--- config.mk ---
export PLATFORM = sky130hd
export DESIGN_NAME = taint_phase_monitor
export DESIGN_NICKNAME = d
export VERILOG_FILES = /design/src/rtl/taint_phase_pkg.sv /design/src/rtl/taint_phase_monitor_evt_fifo.sv /design/src/rtl/taint_phase_monitor.sv
export SDC_FILE = /design/constraint.sdc
export NUM_CORES = 2
export LEC_CHECK = 0
export CAP_MARGIN = 20
export CORE_AREA = 8 8 294 296
export CTS_CLUSTER_DIAMETER = 200
export DETAILED_ROUTE_END_ITERATION = 10
export DIE_AREA = 0 0 302 304
export PLACE_DENSITY = 0.75
export SYNTH_ARGS = -nofsm -noshare
export SYNTH_HDL_FRONTEND = slang
export SYNTH_SLANG_ARGS = --single-unit
export TNS_END_PERCENT = 50
--- constraint.sdc ---
create_clock -name clock -period 15.3 [get_ports clock]
set_clock_uncertainty 0.15 [all_clocks]
set_input_delay 2.295 -clock clock [delete_from_list [all_inputs] [get_ports clock]]
set_output_delay 2.295 -clock clock [all_outputs]
set_load 0.01 [all_outputs]
--- src/rtl/taint_phase_pkg.sv ---
// -----------------------------------------------------------------------------
// taint_phase_pkg
// Shared types and helpers for the taint phase monitor.
//   phase_e        : fuzzing phase encoding (IDLE=0 .. LEAK=6)
//   MK_*           : marker instruction indices (inst[23:20])
//   MARKER_MASK /
//   MARKER_PATTERN : fixed bits of a marker instruction
//   evt_rec_t      : event record at the default widths
//   is_marker()    : marker recognition
//   phase_of()     : phase entered/left by a marker index
// -----------------------------------------------------------------------------
package taint_phase_pkg;

    typedef enum logic [2:0] {
        PH_IDLE  = 3'd0,
        PH_INIT  = 3'd1,
        PH_BIM   = 3'd2,
        PH_VCTM  = 3'd3,
        PH_DELAY = 3'd4,
        PH_TEXE  = 3'd5,
        PH_LEAK  = 3'd6
    } phase_e;

    localparam logic [3:0] MK_VCTM_START  = 4'd0;
    localparam logic [3:0] MK_VCTM_END    = 4'd1;
    localparam logic [3:0] MK_DELAY_START = 4'd2;
    localparam logic [3:0] MK_DELAY_END   = 4'd3;
    localparam logic [3:0] MK_TEXE_START  = 4'd4;
    localparam logic [3:0] MK_TEXE_END    = 4'd5;
    localparam logic [3:0] MK_LEAK_START  = 4'd6;
    localparam logic [3:0] MK_LEAK_END    = 4'd7;
    localparam logic [3:0] MK_INIT_START  = 4'd8;
    localparam logic [3:0] MK_INIT_END    = 4'd9;
    localparam logic [3:0] MK_BIM_START   = 4'd10;
    localparam logic [3:0] MK_BIM_END     = 4'd11;

    // inst[31:24] must be zero and inst[19:0] must be 20'h02013; inst[23:20]
    // carries the marker index and is masked out here.
    localparam logic [31:0] MARKER_MASK    = 32'hFF0F_FFFF;
    localparam logic [31:0] MARKER_PATTERN = 32'h0000_2013;

    localparam int EVT_CYC_W   = 64;
    localparam int EVT_TAINT_W = 32;
    localparam int EVT_SUM_W   = 48;

    typedef struct packed {
        logic [4:0]             code;
        logic [EVT_CYC_W-1:0]   cycle;
        logic [EVT_TAINT_W-1:0] taint;
        logic [EVT_SUM_W-1:0]   taint_sum;
    } evt_rec_t;

    function automatic logic is_marker(input logic [31:0] inst);
        return ((inst & MARKER_MASK) == MARKER_PATTERN) && (inst[23:20] <= MK_BIM_END);
    endfunction

    function automatic phase_e phase_of(input logic [3:0] idx);
        case (idx)
            MK_VCTM_START,  MK_VCTM_END:  return PH_VCTM;
            MK_DELAY_START, MK_DELAY_END: return PH_DELAY;
            MK_TEXE_START,  MK_TEXE_END:  return PH_TEXE;
            MK_LEAK_START,  MK_LEAK_END:  return PH_LEAK;
            MK_INIT_START,  MK_INIT_END:  return PH_INIT;
            MK_BIM_START,   MK_BIM_END:   return PH_BIM;
            default:                      return PH_IDLE;
        endcase
    endfunction

endpackage

--- src/rtl/taint_phase_monitor_evt_fifo.sv ---
// -----------------------------------------------------------------------------
// evt_fifo
// Synchronous FIFO with two push ports and one pop port.
//   clock, reset : clock, synchronous active-low reset (pointers only)
//   push0, d0    : first write of the cycle (lands first)
//   push1, d1    : second write of the cycle (only meaningful with push0)
//   pop          : consumer takes the head (ignored while empty)
//   head, valid  : head record (zero while empty) and non-empty flag
//   free         : free slots, counting this cycle's pop
// The writer must keep pushes within 'free'; no overflow check is made here.
// -----------------------------------------------------------------------------
module evt_fifo
    import taint_phase_pkg::*;
#(
    parameter int  DEPTH = 8,
    parameter type T     = evt_rec_t
) (
    input  logic                     clock,
    input  logic                     reset,
    input  logic                     push0,
    input  T                         d0,
    input  logic                     push1,
    input  T                         d1,
    input  logic                     pop,
    output T                         head,
    output logic                     valid,
    output logic [$clog2(DEPTH):0]   free
);

    localparam int AW = $clog2(DEPTH);

    T              mem_q [DEPTH];
    T              mem_d [DEPTH];
    logic [AW-1:0] rd_q, rd_d;
    logic [AW-1:0] wr_q, wr_d;
    logic [AW:0]   cnt_q, cnt_d;
    logic          pop_ok;

    always_comb begin
        mem_d  = mem_q;
        pop_ok = pop && (cnt_q != '0);
        if (push0) mem_d[wr_q] = d0;
        if (push1) mem_d[wr_q + AW'(1)] = d1;
        wr_d  = wr_q + AW'(push0) + AW'(push1);
        rd_d  = rd_q + AW'(pop_ok);
        cnt_d = cnt_q + (AW+1)'(push0) + (AW+1)'(push1) - (AW+1)'(pop_ok);
    end

    assign valid = (cnt_q != '0);
    assign head  = valid ? mem_q[rd_q] : '0;
    assign free  = (AW+1)'(DEPTH) - cnt_q + (AW+1)'(pop_ok);

    always_ff @(posedge clock) begin
        if (!reset) begin
            rd_q  <= '0;
            wr_q  <= '0;
            cnt_q <= '0;
        end else begin
            rd_q  <= rd_d;
            wr_q  <= wr_d;
            cnt_q <= cnt_d;
        end
    end

    // Storage is never reset; empty entries are masked at the head.
    always_ff @(posedge clock) begin
        mem_q <= mem_d;
    end

endmodule

--- src/rtl/taint_phase_monitor.sv ---
// -----------------------------------------------------------------------------
// taint_phase_monitor
// Watches the ROB slot-0 enqueue/commit streams for marker instructions,
// tracks the fuzzing phase, measures base/variant taint divergence and queues
// timestamped event records for the bench logger.
//   clock, reset        : clock, synchronous active-low reset
//   enq_valid/enq_inst  : ROB slot-0 enqueue stream
//   deq_valid/deq_inst  : ROB slot-0 commit stream
//   taint_base/vnt      : taint_sum of base and variant DUTs
//   evt_valid/evt_ready : event FIFO head handshake
//   evt_code            : {commit, marker_idx}
//   evt_cycle/taint     : timestamp and taint metric of the head event
//   evt_taint_sum       : accumulated phase diff (0 unless TAINT_PHASE_SUM_EN)
//   phase               : current phase
//   drop_cnt            : saturating count of records lost to a full FIFO
// Build option: define TAINT_PHASE_SUM_EN to add the per-phase diff sum.
// -----------------------------------------------------------------------------
module taint_phase_monitor
    import taint_phase_pkg::*;
#(
    parameter int TAINT_W    = 32,
    parameter int CYC_W      = 64,
    parameter int FIFO_DEPTH = 8,
    parameter int DROP_W     = 16
) (
    input  logic               clock,
    input  logic               reset,
    input  logic               enq_valid,
    input  logic [31:0]        enq_inst,
    input  logic               deq_valid,
    input  logic [31:0]        deq_inst,
    input  logic [TAINT_W-1:0] taint_base,
    input  logic [TAINT_W-1:0] taint_vnt,
    output logic               evt_valid,
    input  logic               evt_ready,
    output logic [4:0]         evt_code,
    output logic [CYC_W-1:0]   evt_cycle,
    output logic [TAINT_W-1:0] evt_taint,
    output logic [47:0]        evt_taint_sum,
    output logic [2:0]         phase,
    output logic [DROP_W-1:0]  drop_cnt
);

    localparam int SUM_W = 48;
    localparam int FW    = $clog2(FIFO_DEPTH) + 1;

    typedef struct packed {
        logic [4:0]         code;
        logic [CYC_W-1:0]   cycle;
        logic [TAINT_W-1:0] taint;
`ifdef TAINT_PHASE_SUM_EN
        logic [SUM_W-1:0]   taint_sum;
`endif
    } rec_t;

    function automatic logic [DROP_W-1:0] sat_add_drop(input logic [DROP_W-1:0] a,
                                                       input logic [1:0]        b);
        logic [DROP_W:0] s;
        s = {1'b0, a} + (DROP_W+1)'(b);
        return s[DROP_W] ? '1 : s[DROP_W-1:0];
    endfunction

`ifdef TAINT_PHASE_SUM_EN
    function automatic logic [SUM_W-1:0] sat_add_sum(input logic [SUM_W-1:0]   a,
                                                     input logic [TAINT_W-1:0] b);
        logic [SUM_W:0] s;
        s = {1'b0, a} + (SUM_W+1)'(b);
        return s[SUM_W] ? '1 : s[SUM_W-1:0];
    endfunction

    logic [SUM_W-1:0] sum_q, sum_d, cur_sum;
`endif

    logic [CYC_W-1:0]   cnt_q, cnt_d;
    phase_e             phase_q, phase_d;
    logic [TAINT_W-1:0] max_q, max_d, cur_max;
    logic [DROP_W-1:0]  drop_q, drop_d;

    logic               enq_mk, deq_mk, in_phase;
    logic [3:0]         enq_idx, deq_idx;
    logic [TAINT_W-1:0] diff;
    rec_t               com_rec, enq_rec, d0, head;
    logic               push0, push1;
    logic [FW-1:0]      free;
    logic [1:0]         n_drop;

    assign enq_mk   = enq_valid && is_marker(enq_inst);
    assign deq_mk   = deq_valid && is_marker(deq_inst);
    assign enq_idx  = enq_inst[23:20];
    assign deq_idx  = deq_inst[23:20];
    assign diff     = (taint_base >= taint_vnt) ? (taint_base - taint_vnt)
                                                : (taint_vnt - taint_base);
    assign in_phase = (phase_q != PH_IDLE);

    // Phase tracking and per-phase accumulation.
    always_comb begin
        cnt_d   = cnt_q + CYC_W'(1);
        phase_d = phase_q;
        max_d   = max_q;
        // Running max as it stands after this cycle; end records report it.
        cur_max = (in_phase && (diff > max_q)) ? diff : max_q;
`ifdef TAINT_PHASE_SUM_EN
        sum_d   = sum_q;
        cur_sum = in_phase ? sat_add_sum(sum_q, diff) : sum_q;
`endif
        if (deq_mk && !deq_idx[0]) begin
            // A start marker restarts the metrics from zero, even mid-phase.
            phase_d = phase_of(deq_idx);
            max_d   = '0;
`ifdef TAINT_PHASE_SUM_EN
            sum_d   = '0;
`endif
        end else begin
            if (in_phase) begin
                max_d = cur_max;
`ifdef TAINT_PHASE_SUM_EN
                sum_d = cur_sum;
`endif
            end
            // Only the end marker of the current phase closes it.
            if (deq_mk && (phase_of(deq_idx) == phase_q)) phase_d = PH_IDLE;
        end
    end

    // Record building and FIFO write arbitration.
    always_comb begin
        com_rec       = '0;
        com_rec.code  = {1'b1, deq_idx};
        com_rec.cycle = cnt_q;
        com_rec.taint = deq_idx[0] ? cur_max : diff;
`ifdef TAINT_PHASE_SUM_EN
        com_rec.taint_sum = deq_idx[0] ? cur_sum : '0;
`endif
        enq_rec       = '0;
        enq_rec.code  = {1'b0, enq_idx};
        enq_rec.cycle = cnt_q;
        enq_rec.taint = diff;

        // The commit record always takes the first slot.
        d0     = deq_mk ? com_rec : enq_rec;
        push0  = (deq_mk || enq_mk) && (free >= FW'(1));
        push1  = deq_mk && enq_mk && (free >= FW'(2));
        n_drop = (2'(deq_mk) + 2'(enq_mk)) - (2'(push0) + 2'(push1));
        drop_d = sat_add_drop(drop_q, n_drop);
    end

    always_ff @(posedge clock) begin
        if (!reset) begin
            cnt_q   <= '0;
            phase_q <= PH_IDLE;
            max_q   <= '0;
            drop_q  <= '0;
`ifdef TAINT_PHASE_SUM_EN
            sum_q   <= '0;
`endif
        end else begin
            cnt_q   <= cnt_d;
            phase_q <= phase_d;
            max_q   <= max_d;
            drop_q  <= drop_d;
`ifdef TAINT_PHASE_SUM_EN
            sum_q   <= sum_d;
`endif
        end
    end

    evt_fifo #(
        .DEPTH (FIFO_DEPTH),
        .T     (rec_t)
    ) u_fifo (
        .clock (clock),
        .reset (reset),
        .push0 (push0),
        .d0    (d0),
        .push1 (push1),
        .d1    (enq_rec),
        .pop   (evt_ready),
        .head  (head),
        .valid (evt_valid),
        .free  (free)
    );

    assign evt_code  = head.code;
    assign evt_cycle = head.cycle;
    assign evt_taint = head.taint;
`ifdef TAINT_PHASE_SUM_EN
    assign evt_taint_sum = head.taint_sum;
`else
    assign evt_taint_sum = '0;
`endif
    assign phase    = phase_q;
    assign drop_cnt = drop_q;

endmodule

Yosys cells after proc, flatten, opt, wreduce, memory -nomap -nowiden. Memory sizes are Yosys's and may differ from the RTL's. Index checks and enable logic that the tools add are counted.

Register bits: 933. Bits in read-only memories: 96. Input bits: 133. Output and inout port bits: 169. Logic and storage cells: 106. Memories: 2.

$add $sub $neg: 16. $lt $le $gt $ge: 11. Equality and inequality tests: 3. Mux-type cells: 20. Bitwise logic cells: 4. Reduce and logical (&&, ||, !) cells: 19.

Memory list: (no name shown) (words 16, width 3, read ports 1, clocked after Yosys merged registers in 0, wr ports 0, line taint_phase_pkg.sv:58) `case (idx)`; (no name shown) (words 16, width 3, read ports 1, clocked after Yosys merged registers in 0, wr ports 0, line taint_phase_pkg.sv:58).

Operator list (count): $bwmux W808 (2); $mux W808 (2); $demux W101 S3 (2); $mux W101 (6); $bmux W101 S3 (1); $mux W32 (3); $add A64 B1 Y64 const B (1); $sub A32 B32 Y32 (2); $eq A28 B14 Y1 const B (2); $ge A32 B32 Y1 (1); $gt A32 B32 Y1 (1); $add A16 B2 Y17 (1); $mux W16 (1); $logic_and A1 B1 Y1 (13); $add A4 B1 Y4 (3); $ge A4 B4 Y1 const B (3); $not A3 Y4 (3); $add A3 B1 Y3 (3); $mux W3 (3); $le A4 B4 Y1 const B (2); $lt A4 B1 Y1 const B (2); $add A1 B1 Y2 (2); $ge A4 B1 Y1 const B (1); $ge A4 B2 Y1 const B (1); 12 further kinds (12).

Longest topological paths before layout.
Depth in word-level cells: 11. Gate-level depth with buffers: 27. Gate-level depth less buffers: 26.

Cells and area by module. A second synthesis with hierarchy kept.

Cells, all modules: 5540. Area total of the unflattened synthesis: 50348.3 um^2.

By module, submodules not included: evt_fifo (times used 1, cells an instance 4156, area each 39890.8 um^2, seq. area each 16375.7 um^2); taint_phase_monitor (times used 1, cells an instance 1384, area each 10457.5 um^2, seq. area each 2302.2 um^2).

Worst setup path after synthesis. Ideal clock, no wire load.

Kind: in2reg. Start: input taint_base[0]. End: register u_fifo.mem_q[731] (netlist name). Setup time: 123 ps. Data arrival time: 7204 ps. Required time: 15027 ps. Path slack: 7823 ps. Stages: 26. Path buffers: 4. Cell sequence: inv_1 > ha_1 > inv_1 > fa_1 > a211oi_2 > o211ai_1 > a21oi_1 > o22a_4 > nand2_4 > buf_6 > buf_8 > nor3_1 > a21oi_2 > xnor2_2 > inv_1 > ha_1 > nand4_1 > or4_1 > a21oi_1 > o31a_1 > nor2_1 > a32oi_1 > clkbuf_1 > buf_1 > a21oi_1 > or2_2.

RTL lines: from (decl) (line taint_phase_monitor.sv:32) `input logic [TAINT_W-1:0] taint_base,`; to (signal assigned) (line taint_phase_monitor_evt_fifo.sv:67) `mem_q <= mem_d;`; to (decl) (line taint_phase_monitor_evt_fifo.sv:32) `T mem_q [DEPTH];`.

==> metrics.txt <==
Fin Hold WS 0.282 ns; Cell Pwr Density 116 nW/um^2; # clock sinks 933; buffers and inverters on the worst path 4; max-cap viol count 0; # rows 105; P_int 4.26 mW; final count of hold timing violations 0; LEAKAGE 20.2 nW; CP arrival 9.86 ns; Post-Synthesis Cells 4,630; crit path max-delay cell type o21a_1; DR vias 35,218; R2R depth 23; fmax 105 MHz; post-DR vias/cell 6.09; post-DP HPWL 78,500 um; share of layout cells above drive strength 1 0.171; kind of start point of the critical path primary input; postcts setup bufs 0; RR Startpoint u_fifo.cnt_q[2]; detailed-route DRC error count 0; GRT Overall Usage 0.262; FF-to-FF setup slack 9.00 ns; Routed Antenna Nets 0; I/O Pins 302; unrepaired setup endpoints after global routing false; worst slack, placed 5.40 ns; Crit Path Class in -> reg; commonest non-fill, non-tap cell in the layout dfxtp_1; first-pass GRT wire length 195,000 um; flops & latches, synth 933; worst rel slew slack 0.210; DR pass1 iterations 8; total negative slack 0 ns; clk slew on worst S/H paths 0.06 ns; core footprint 81,600 um^2; Setup crit end kind flop; Clock power frac 0.420; maximum vdd drop 0.0945 mV; CTS max path bufs 3; GPL Wtd Cong 0.916; Final nets 4,888; asr flop ratio synth 0; H-Tree Depth 3; per-cell routed wire length 21.6 um; Initial Util 0.547; sequential share of power 0.422; R2R Path End drop_cnt[10]; main flop type after synthesis dfxtp_1; cell area after synthesis 44,600 um^2; CTS Buf Count 91; number of synthesized flops with an enable pin 0; Syn Area/Cell 9.63 um^2; Worst Path Max Fanout 23; post-synthesis sequential area ratio 0.419; status finished clean; wirelength, routed 125,000 um; Worst Hold Launch u_fifo.mem_q[183]; P&R area growth vs syn 13.3%; Layout fillers 6,686; vias in the first global route 35,214; Worst EP required 15.65 ns; max incr delay on CP 0.87 ns; CP delay by family, top simple AND/OR/NAND/NOR gates; final worst-path cycle share 0.622; I/O Buffers 253; Hold Path Cell Cnt 2; Endpoint, Worst Hold u_fifo.mem_q[183]; die area 91,800 um^2; worst path cell trace clkdlybuf4s50_1 > inv_1 > ha_1 > nand4_1 > or2_1 > or3_4 > o22a_4 > nand2_4 > mux2i_1 > o22ai_1 > xnor2_1 > inv_1 > ha_1 > o21ai_0 > a21oi_1 > o221ai_1 > nor4b_1 > nor2_4 > nor2_2 > o21a_1 > buf_4 > o21ai_0; Tmin final 9.51 ns; final core utilization 0.620; die width 302 um; yosys warns 0; Die Span Y 304 um; Setup WS post-layout 5.79 ns; most frequent cells in the layout dfxtp_1, nand2_1, mux2_2; Max Transition Viols Final 0; Root Driver clkbuf_16; CTS hold repair buffers 0; Logic pwr share 0.159; TritonCTS clock tree yes; largest net degree at the start of global routing 82; CTS resizes 0; Iter 0 DRT Violations 2,989; worst slew pin tran 1.18 ns; gr ovfl total 0; final setup fails 0; clk_lat worst skew 0.66 ns; Hold Path Class reg -> reg; Yosys cell types 102; antenna violations before repair 5; switch share 0.275; Psw 1.61 mW
-- worst max path at each step --
stage	from	to	slack [ns]	cells past startpoint
after global placement	taint_base[27]	u_fifo.mem_q[220]	5.48	20
after global routing	taint_base[27]	u_fifo.mem_q[218]	5.39	22
after floorplan	taint_base[0]	u_fifo.mem_q[731]	7.82	26
after CTS	taint_base[27]	u_fifo.mem_q[3]	6.05	22
after detailed placement	taint_base[27]	u_fifo.mem_q[220]	5.40	22
final	taint_base[27]	u_fifo.mem_q[220]	5.79	22
-- cell families (layout without fill, tap and decap cells) --
group	after synthesis	in the layout	share of synthesized area
adder cells (fa/ha/maj)	120	120	0.0348
AO/OA/AOI/OAI	931	931	0.133
multiplexers	626	626	0.206
flip-flops	933	933	0.419
AND/OR/NAND/NOR	1306	1306	0.125
buffers and inverters	610	644	0.0596
other	1	51	0.0000841
XOR/XNOR	103	103	0.0229
-- tightest hold or removal path, stage by stage, from the launching register on --
cell,delay (ns)
dfxtp_1,0.30
nand2_1,0.05
nand2_1,0.04
-- metal layers --
| metal | up-vias | track usage | part of all wire |
|---|---|---|---|
| li1 | 16283 | - | - |
| met1 | 17141 | 0.324 | 0.40 |
| met2 | 1502 | 0.446 | 0.49 |
| met3 | 288 | 0.0488 | 0.079 |
| met4 | 4 | 0.108 | 0.037 |
| met5 | - | 0 | 0.00022 |
-- cell usage after synthesis, types with 15 or more instances --
cell      count  area share
dfxtp_1     933        0.42
nand2_1     748       0.063
nor2_1      299       0.025
mux2_2      298       0.075
clkbuf_1    264       0.022
o21ai_0     211       0.024
mux4_2      202        0.10
a22oi_1     195       0.033
a21oi_1     193       0.022
inv_1       157       0.013
o22ai_1     137       0.019
mux2i_1     114       0.026
ha_1        113       0.032
buf_2        84      0.0094
buf_4        55      0.0093
nand3_1      54      0.0061
xnor2_1      48      0.0094
xor2_1       42      0.0082
buf_1        39      0.0033
nand4_1      34      0.0048
a21o_1       32      0.0054
a211oi_1     31      0.0052
or3_1        29      0.0041
nor3_1       23      0.0026
o21ai_1      20      0.0022
and2_1       18      0.0025
nand2b_1     15      0.0021
o211ai_1     15      0.0025
-- power groups by stage --
| stage | registers, mW | clock network [mW] | logic [mW] |
|---|---|---|---|
| CTS | 2.48 | 2.49 | 0.935 |
| global route | 2.48 | 2.59 | 1.01 |
| floorplan | 2.49 | 0 | 0.714 |
| detailed placement | 2.53 | 0 | 0.930 |
| global placement | 2.53 | 0 | 0.918 |
| finish | 2.48 | 2.47 | 0.931 |
-- state kept, by name, summed over array words and instances, names as in the netlist --
register / count
u_fifo.rd_q: 3
max_q: 32
cnt_q: 64
u_fifo.cnt_q: 4
u_fifo.wr_q: 3
phase: 3
u_fifo.mem_q: 808
drop_cnt: 16
-- final cells by class --
| class | count | area (um^2) | share of cell area |
|---|---|---|---|
| Tap cell | 1070 | 1340 | 0.0265 |
| Clock inverter | 48 | 734 | 0.0145 |
| Antenna cell | 3 | 7.51 | 0.000149 |
| Inverter | 161 | 604 | 0.0120 |
| Multi-Input combinational cell | 3134 | 23600 | 0.466 |
| Clock buffer | 121 | 2610 | 0.0517 |
| Timing Repair Buffer | 314 | 2990 | 0.0592 |
| Sequential cell | 933 | 18700 | 0.370 |
-- per-stage QoR --
stage                     power, mW  cells  instance area (um^2)
after floorplan                3.21   4677                 44800
after detailed placement       3.46   5611                 47200
after global placement         3.45   5610                 47200
after CTS                      5.90   5780                 50500
after global routing           6.09   5782                 50500
final                          5.88   5784                 50500
Note: power is estimated with default switching activity, not from simulation.
